--- src/rtl/seg_scan_capture.sv ---
// Rebuilds the 4-digit hex value shown on a multiplexed seven-segment scan (an/seg, active-low).
// Optional stall watchdog enabled by defining SEG_SCAN_TIMEOUT_EN.
module seg_scan_capture #(
    parameter int SETTLE  = 4,
    parameter int TIMEOUT = 1024
) (
    input  logic        clk,
    input  logic        rst,
    input  logic [3:0]  an,
    input  logic [6:0]  seg,
    output logic [15:0] value,
    output logic        frame_valid,
    output logic        frame_pulse,
    output logic [3:0]  digit_valid,
    output logic        err_glyph,
    output logic        err_an,
    output logic        scan_stall
);

    localparam int CW = $clog2(SETTLE + 1);

    logic [3:0]    r_an_s1, r_an_s2, r_an_prev;
    logic [6:0]    r_seg_s1, r_seg_s2, r_seg_prev;
    logic [CW-1:0] r_stable_cnt;
    logic          r_armed;
    logic [15:0]   r_shadow;
    logic [15:0]   r_value;
    logic [3:0]    r_digit_valid;
    logic          r_frame_valid;
    logic          r_frame_pulse;
    logic          r_frame_pending;
    logic          r_err_glyph;
    logic          r_err_an;

    logic          w_same;
    logic          w_capture;
    logic [3:0]    w_sel;
    logic          w_blank;
    logic          w_one_hot;
    logic          w_glyph_ok;
    logic [3:0]    w_nibble;
    logic          w_write;
    logic [3:0]    w_dv_next;

    always_ff @(posedge clk or negedge rst) begin
        if (!rst) begin
            r_an_s1  <= 4'h0;
            r_an_s2  <= 4'h0;
            r_seg_s1 <= 7'h00;
            r_seg_s2 <= 7'h00;
        end else begin
            r_an_s1  <= an;
            r_an_s2  <= r_an_s1;
            r_seg_s1 <= seg;
            r_seg_s2 <= r_seg_s1;
        end
    end

    // The decoded pair is the previous-cycle copy, i.e. the value whose stability was counted.
    assign w_same    = ({r_an_s2, r_seg_s2} == {r_an_prev, r_seg_prev});
    assign w_capture = r_armed && (r_stable_cnt == CW'(SETTLE));
    assign w_sel     = ~r_an_prev;
    assign w_blank   = (r_an_prev == 4'hF);
    assign w_one_hot = !w_blank && ((w_sel & (w_sel - 4'd1)) == 4'd0);
    assign w_write   = w_capture && w_one_hot && w_glyph_ok;
    assign w_dv_next = r_digit_valid | w_sel;

    always_comb begin
        w_glyph_ok = 1'b1;
        w_nibble   = 4'h0;
        case (r_seg_prev)
            7'h01: w_nibble = 4'h0;
            7'h4F: w_nibble = 4'h1;
            7'h12: w_nibble = 4'h2;
            7'h06: w_nibble = 4'h3;
            7'h4C: w_nibble = 4'h4;
            7'h24: w_nibble = 4'h5;
            7'h20: w_nibble = 4'h6;
            7'h0F: w_nibble = 4'h7;
            7'h00: w_nibble = 4'h8;
            7'h04: w_nibble = 4'h9;
            7'h08: w_nibble = 4'hA;
            7'h60: w_nibble = 4'hB;
            7'h31: w_nibble = 4'hC;
            7'h42: w_nibble = 4'hD;
            7'h30: w_nibble = 4'hE;
            7'h38: w_nibble = 4'hF;
            default: w_glyph_ok = 1'b0;
        endcase
    end

    always_ff @(posedge clk or negedge rst) begin
        if (!rst) begin
            r_an_prev    <= 4'h0;
            r_seg_prev   <= 7'h00;
            r_stable_cnt <= '0;
            r_armed      <= 1'b1;
        end else begin
            r_an_prev  <= r_an_s2;
            r_seg_prev <= r_seg_s2;
            if (!w_same) begin
                r_stable_cnt <= '0;
                r_armed      <= 1'b1;
            end else begin
                if (r_stable_cnt != CW'(SETTLE))
                    r_stable_cnt <= r_stable_cnt + 1'b1;
                if (w_capture)
                    r_armed <= 1'b0;
            end
        end
    end

    // Completion is deferred one cycle so value picks up the nibble written by the final capture.
    always_ff @(posedge clk or negedge rst) begin
        if (!rst) begin
            r_shadow        <= 16'h0000;
            r_value         <= 16'h0000;
            r_digit_valid   <= 4'h0;
            r_frame_valid   <= 1'b0;
            r_frame_pulse   <= 1'b0;
            r_frame_pending <= 1'b0;
            r_err_glyph     <= 1'b0;
            r_err_an        <= 1'b0;
        end else begin
            r_frame_pulse <= 1'b0;
            r_err_glyph   <= w_capture && w_one_hot && !w_glyph_ok;
            r_err_an      <= w_capture && !w_blank && !w_one_hot;
            if (w_write) begin
                for (int i = 0; i < 4; i++) begin
                    if (w_sel[i])
                        r_shadow[4*i +: 4] <= w_nibble;
                end
            end
            if (r_frame_pending) begin
                r_value         <= r_shadow;
                r_frame_pulse   <= 1'b1;
                r_frame_valid   <= 1'b1;
                r_digit_valid   <= 4'h0;
                r_frame_pending <= 1'b0;
            end else if (w_write) begin
                r_digit_valid   <= w_dv_next;
                r_frame_pending <= (w_dv_next == 4'hF);
            end
        end
    end

`ifdef SEG_SCAN_TIMEOUT_EN
    localparam int TW = $clog2(TIMEOUT + 1);
    logic [TW-1:0] r_idle_cnt;

    always_ff @(posedge clk or negedge rst) begin
        if (!rst)
            r_idle_cnt <= '0;
        else if (w_write)
            r_idle_cnt <= '0;
        else if (r_idle_cnt != TW'(TIMEOUT))
            r_idle_cnt <= r_idle_cnt + 1'b1;
    end

    assign scan_stall = (r_idle_cnt == TW'(TIMEOUT));
`else
    assign scan_stall = 1'b0;
`endif

    assign value       = r_value;
    assign frame_valid = r_frame_valid;
    assign frame_pulse = r_frame_pulse;
    assign digit_valid = r_digit_valid;
    assign err_glyph   = r_err_glyph;
    assign err_an      = r_err_an;

endmodule
--- config.mk ---
export PLATFORM = sky130hd
export DESIGN_NAME = seg_scan_capture
export DESIGN_NICKNAME = d
export VERILOG_FILES = /design/src/rtl/seg_scan_capture.sv
export SDC_FILE = /design/constraint.sdc
export NUM_CORES = 1
export LEC_CHECK = 0
export ABC_CLOCK_PERIOD_IN_PS = 4900
export CAP_MARGIN = 40
export CORE_ASPECT_RATIO = 0.7
export CORE_MARGIN = 2
export CORE_UTILIZATION = 45
export DETAILED_ROUTE_END_ITERATION = 16
export PLACE_DENSITY = 0.67
export SLEW_MARGIN = 40
export SYNTH_ARGS = -nofsm -noshare
export SYNTH_HDL_FRONTEND = slang
export SYNTH_SLANG_ARGS = --single-unit
--- constraint.sdc ---
create_clock -name clk -period 4.9 [get_ports clk]
set_clock_uncertainty 0.1 [all_clocks]
set_input_delay 0.49 -clock clk [delete_from_list [all_inputs] [get_ports clk]]
set_output_delay 0.49 -clock clk [all_outputs]
set_load 0.005 [all_outputs]
Yosys cells after proc, flatten, opt, wreduce, memory -nomap -nowiden
Cells that the tools add are included.
{"block": "totals", "regBits": 78, "input_bits": 13, "out_inout_bits": 25, "wordCells": 75}
{"block": "classes", "n_addsub": 2, "n_eq_ne": 22, "mux": 11, "n_bitwise": 3, "n_reduce_logical": 18}
{"cell": "one-hot mux 4 bit (15 select lines)", "n": 1}
{"cell": "equality test 7 x 6 -> 1 bit, second input constant", "n": 5}
{"cell": "equality test 7 bit, second input constant", "n": 4}
{"cell": "OR reduction 16 bit", "n": 1}
{"cell": "equality test 7 x 3 -> 1 bit, second input constant", "n": 2}
{"cell": "equality test 7 x 4 -> 1 bit, second input constant", "n": 2}
{"cell": "equality test 11 bit", "n": 1}
{"cell": "equality test 4 bit, second input constant", "n": 2}
{"cell": "two-way mux 4 bit", "n": 2}
{"cell": "AND reduction 2 bit", "n": 4}
{"cell": "equality test 7 x 1 -> 1 bit, second input constant", "n": 1}
{"cell": "equality test 7 x 5 -> 1 bit, second input constant", "n": 1}
{"cell": "logical AND 1 bit", "n": 7}
{"cell": "zero test 7 bit", "n": 1}
{"cell": "two-way mux 1 bit", "n": 6}
{"cell": "two-way mux 3 bit", "n": 2}
{"cell": "bitwise AND 4 bit", "n": 1}
{"cell": "zero test 4 bit", "n": 1}
{"cell": "!= test 2 x 1 -> 1 bit, second input constant", "n": 2}
{"cell": "NOT 4 bit", "n": 1}
{"cell": "OR 4 bit", "n": 1}
{"cell": "subtractor 4 x 1 -> 4 bit, second input constant", "n": 1}
{"cell": "adder 3 x 1 -> 3 bit, second input constant", "n": 1}
{"cell": "equality test 3 bit, second input constant", "n": 1}
{"cell": "other kinds (3)", "n": 5}

Depth between registers and ports, before layout
{"block": "logic_depth", "depth_word": 9, "mapped_depth": 7, "ltp_nobuf": 7}

Worst setup path after synthesis
OpenSTA, ideal clock, no wires.
{"block": "synth_path", "path_type": "reg2reg", "start": "register r_seg_prev[1]", "end": "register r_shadow[0]", "setup_ns": 0.128, "t_arrival_ns": 1.919, "required_time_ns": 4.672, "slack_ns": 2.754, "path_stages_with_launch": 8, "n_path_buf": 2, "synth_period_minus_slack_ns": 2.146, "cell_sequence": "dfrtp_1 -> buf_6 -> nor2b_1 -> and3_1 -> or4_1 -> buf_6 -> o21ai_4 -> mux2_1"}
{"block": "synth_between", "elab_chain_len": 5, "word_cells_on_any_way": 21, "cone_classes": "eq/ne: 15; mux: 2; reduce/logical: 4"}
{"element": "start: declaration", "line": "23", "text": "logic [6:0] r_seg_s1, r_seg_s2, r_seg_prev;"}
{"element": "start signal: assignment", "line": "100", "text": "r_seg_prev <= r_seg_s2;"}
{"element": "equality test 7 x 6 -> 1 bit (tied with other cells)", "line": "71", "text": "case (r_seg_prev)"}
{"element": "OR reduction 16 bit (no source line)"}
{"element": "two-way mux 1 bit", "line": "71"}
{"element": "logical AND 1 bit", "line": "65", "text": "assign w_write = w_capture && w_one_hot && w_glyph_ok;"}
{"element": "AND reduction 2 bit (no source line)"}
{"element": "end signal: indexed assignment", "line": "131", "text": "r_shadow[4*i +: 4] <= w_nibble;"}
{"element": "end: declaration", "line": "26", "text": "logic [15:0] r_shadow;"}
Parallel ways exist; a longest one is shown, timed or not.
A chain may end at the register's enable or synchronous reset.

Worst setup path after layout
{"block": "layout_path", "start": "register r_seg_prev[3]", "end": "register r_shadow[13]"}
The elaborated chain is that of the path after synthesis.

==> impl_metrics.yaml <==
worst_setup_path:
  crit_arrival_ns: 2.88
  crit_type: "reg -> reg"
  cp_cell_sequence: "nor3_1 > and3_1 > or4_1 > o21ai_4 > mux2_1"
  crit_family: "simple AND/OR/NAND/NOR gates"
  crit_fanout: 17
  worstSetupEndpointType: "flip-flop"
  required_ns: 5.04
  critPathBufInv: 0
  cp_slowest_cell: "or4_1"
  cp_slowest_stage_delay_ns: 0.78
  startpoint_type: "flip-flop"
global_routing:
  antenna_found_initial: 0
  grtUsageMet2: 0.226
  grt_usage: 0.159
  use_met3: 0.0631
  busiest_layer: "met2"
  grtUsageMet1: 0.225
  grt_max_degree: 79
  gr-total-overflow: 0
  grt_pass1_vias: 1879
  grt_pass1_wl_microns: 9290
routing:
  drtIter0Drc: 79
  drc: 0
  wire_per_inst_microns: 14.7
  route.vias.total: 1924
  antenna_left: 0
  wl_microns: 5500
  drt-vias-per-instance: 5.13
  drt-pass1-iter-count: 4
timing:
  rsz0062_at_grt: "false"
  max_freq_ghz: 0.365
  hold_viol: 0
  setup_viol: 0
  fin_crit_ns: 2.74
  min_period_over_period: 0.560
  max_slew_margin: 0.522
  drv_slew: 0
  worst_pin_slew_ns: 0.712
  setup_tns_ns: 0
clock_network:
  cts_tree: "built"
  clk_pin_slew_worst_paths_ns: 0.08
  root_buffer: "clkbuf_8"
  cts_resized: 0
  cts_made_buffers: 9
  cts.sinks: 78
  post_cts_buffers: 0
  clkLatencyLatePin_ns: 0.35
  clock_path_buffers: 2
  htree_num_levels: 3
  cts.hold.buffers_added: 0
outcome:
  outcome: "finished clean"
final_layout:
  layout-drive-gt1-share: 0.160
  final_common_cell: "dfrtp_1"
  n_fill_cell: 569
  nNetsFinal: 291
  n_antenna_cell: 0
  seqCellArea_sq_mm: 0.00195
  final_cell_mix: "dfrtp_1 (76), clkdlybuf4s50_1 (35), mux2_2 (16), nand2_1 (15), xor2_1 (12)"
  fin_cells: 375
  multiInputGateArea_sq_mm: 0.00110
  areaGrowthSynthToFinish_pct: 20.1
logic_synthesis:
  async_reset_ff_frac: 1.00
  netlist-cell-type-count: 50
  syn_area_sq_mm: 0.00320
  ys_seq_area_frac: 0.610
  yosys_warnings: 0
  syn_inst: 245
  synth_edf_count: 0
  syn-num-nets: 260
  avgSynthCellArea_sq_um: 13.1
  ys_seq_elements: 78
  yosys_most_used_dff: "dfrtp_1"
placed_design:
  port_buffers: 36
  dpl.cell_count: 359
  hpwl_microns: 3650
  gp_congestion: 0.773
die:
  die_x_microns: 105
  die-height_microns: 74.6
  core_sq_mm: 0.00682
  fp-row-count: 25
  start_util: 0.470
  dieArea_sq_mm: 0.00782
  top_level_ports: 38
power:
  vdd_drop_max_mv: 0.207
  power.leakage_nw: 1.71
  power_density_mw_per_mm2: 353
  finalPower_w: 0.00136
worst_hold_path:
  hp-class: "in -> async"
run:
  cap_violations: 0
==> worst paths after layout <==
path,from,to,slack (ns),depth (start not counted)
setup / recovery,r_seg_prev[3],r_shadow[13],2.16,5
hold / removal,rst,r_seg_s1[6],0.05,1
setup reg to reg,r_seg_prev[3],r_shadow[13],2.16,5
hold reg to reg,r_seg_s1[5],r_seg_s2[5],0.25,0
max in group asynchronous,rst,r_frame_pending,4.15,1
min in group clk,r_seg_s1[5],r_seg_s2[5],0.25,0
==> per-stage QoR <==
step,setup slack (ns),hold WS [ns],utilization,cell area [sq um]
after floorplan,2.75,0.0944,-,3200
after global placement,2.28,0.235,0.524,3570
after detailed placement,2.18,0.235,0.524,3580
after CTS,2.17,0.0779,0.564,3850
after global routing,2.04,0.0953,0.564,3850
final,2.16,0.0533,0.564,3850
==> logic make-up (layout without fill, tap and decap cells) <==
family | count (synthesis) | in the layout | share of synthesized area
buffers and inverters | 26 | 62 | 0.0453
xor gates and xnor gates | 14 | 14 | 0.0383
muxes | 25 | 25 | 0.0875
other | 1 | 1 | 0.00117
adders and majority gates | 2 | 2 | 0.00781
DFF | 78 | 78 | 0.610
AOI/OAI and AO/OA | 34 | 34 | 0.0930
and+or+nand+nor | 65 | 65 | 0.117
==> synthesized netlist by cell type (all sizes together), types with 2 or more instances <==
| cell | number | share of area |
|---|---|---|
| nand4 | 2 | 0.0039 |
| a21oi | 9 | 0.014 |
| o21ai | 6 | 0.025 |
| nor4 | 3 | 0.0059 |
| nor2 | 8 | 0.0094 |
| xnor2 | 2 | 0.0055 |
| buf | 12 | 0.029 |
| dfrtp | 77 | 0.60 |
| nor3 | 8 | 0.013 |
| a21o | 2 | 0.0047 |
| inv | 10 | 0.012 |
| or4 | 2 | 0.0059 |
| a32oi | 5 | 0.014 |
| mux2 | 24 | 0.084 |
| and3 | 3 | 0.0059 |
| nand4b | 2 | 0.0055 |
| clkbuf | 4 | 0.0047 |
| nor3b | 6 | 0.014 |
| a22o | 4 | 0.011 |
| nand3 | 6 | 0.013 |
| or2 | 2 | 0.0039 |
| nand2 | 15 | 0.018 |
| ha | 2 | 0.0078 |
| xor2 | 12 | 0.033 |
| nor2b | 3 | 0.0059 |
==> sequential cells by signal, indices dropped and copies added (netlist names) <==
name             cells
frame_pulse          1
r_armed              1
r_stable_cnt         3
r_shadow            16
err_an               1
r_an_s1              4
frame_valid          1
r_frame_pending      1
r_an_prev            4
r_an_s2              4
r_seg_s2             7
r_seg_prev           7
r_seg_s1             7
err_glyph            1
value               16
digit_valid          4
==> final cells by class <==
cell class	instances	area share
Clock buffer	10	0.0358
Tap cell	94	0.0306
Inverter	10	0.00976
Clock inverter	6	0.0345
Timing Repair Buffer	36	0.0940
Multi-Input combinational cell	141	0.287
Sequential cell	78	0.508
==> power breakdown <==
group          internal, W  leakage [nW]  switching (W)
combinational    0.0000234         0.567      0.0000287
clock             0.000403         0.132       0.000227
sequential        0.000657          1.01      0.0000192
==> metal layers <==
| metal | up-vias | share of wire |
|---|---|---|
| met4 | 0 | 0.0085 |
| met2 | 37 | 0.43 |
| met3 | 6 | 0.048 |
| met1 | 959 | 0.51 |
| met5 | - | 0 |
| li1 | 922 | - |
(Power assumes the default switching activity.)
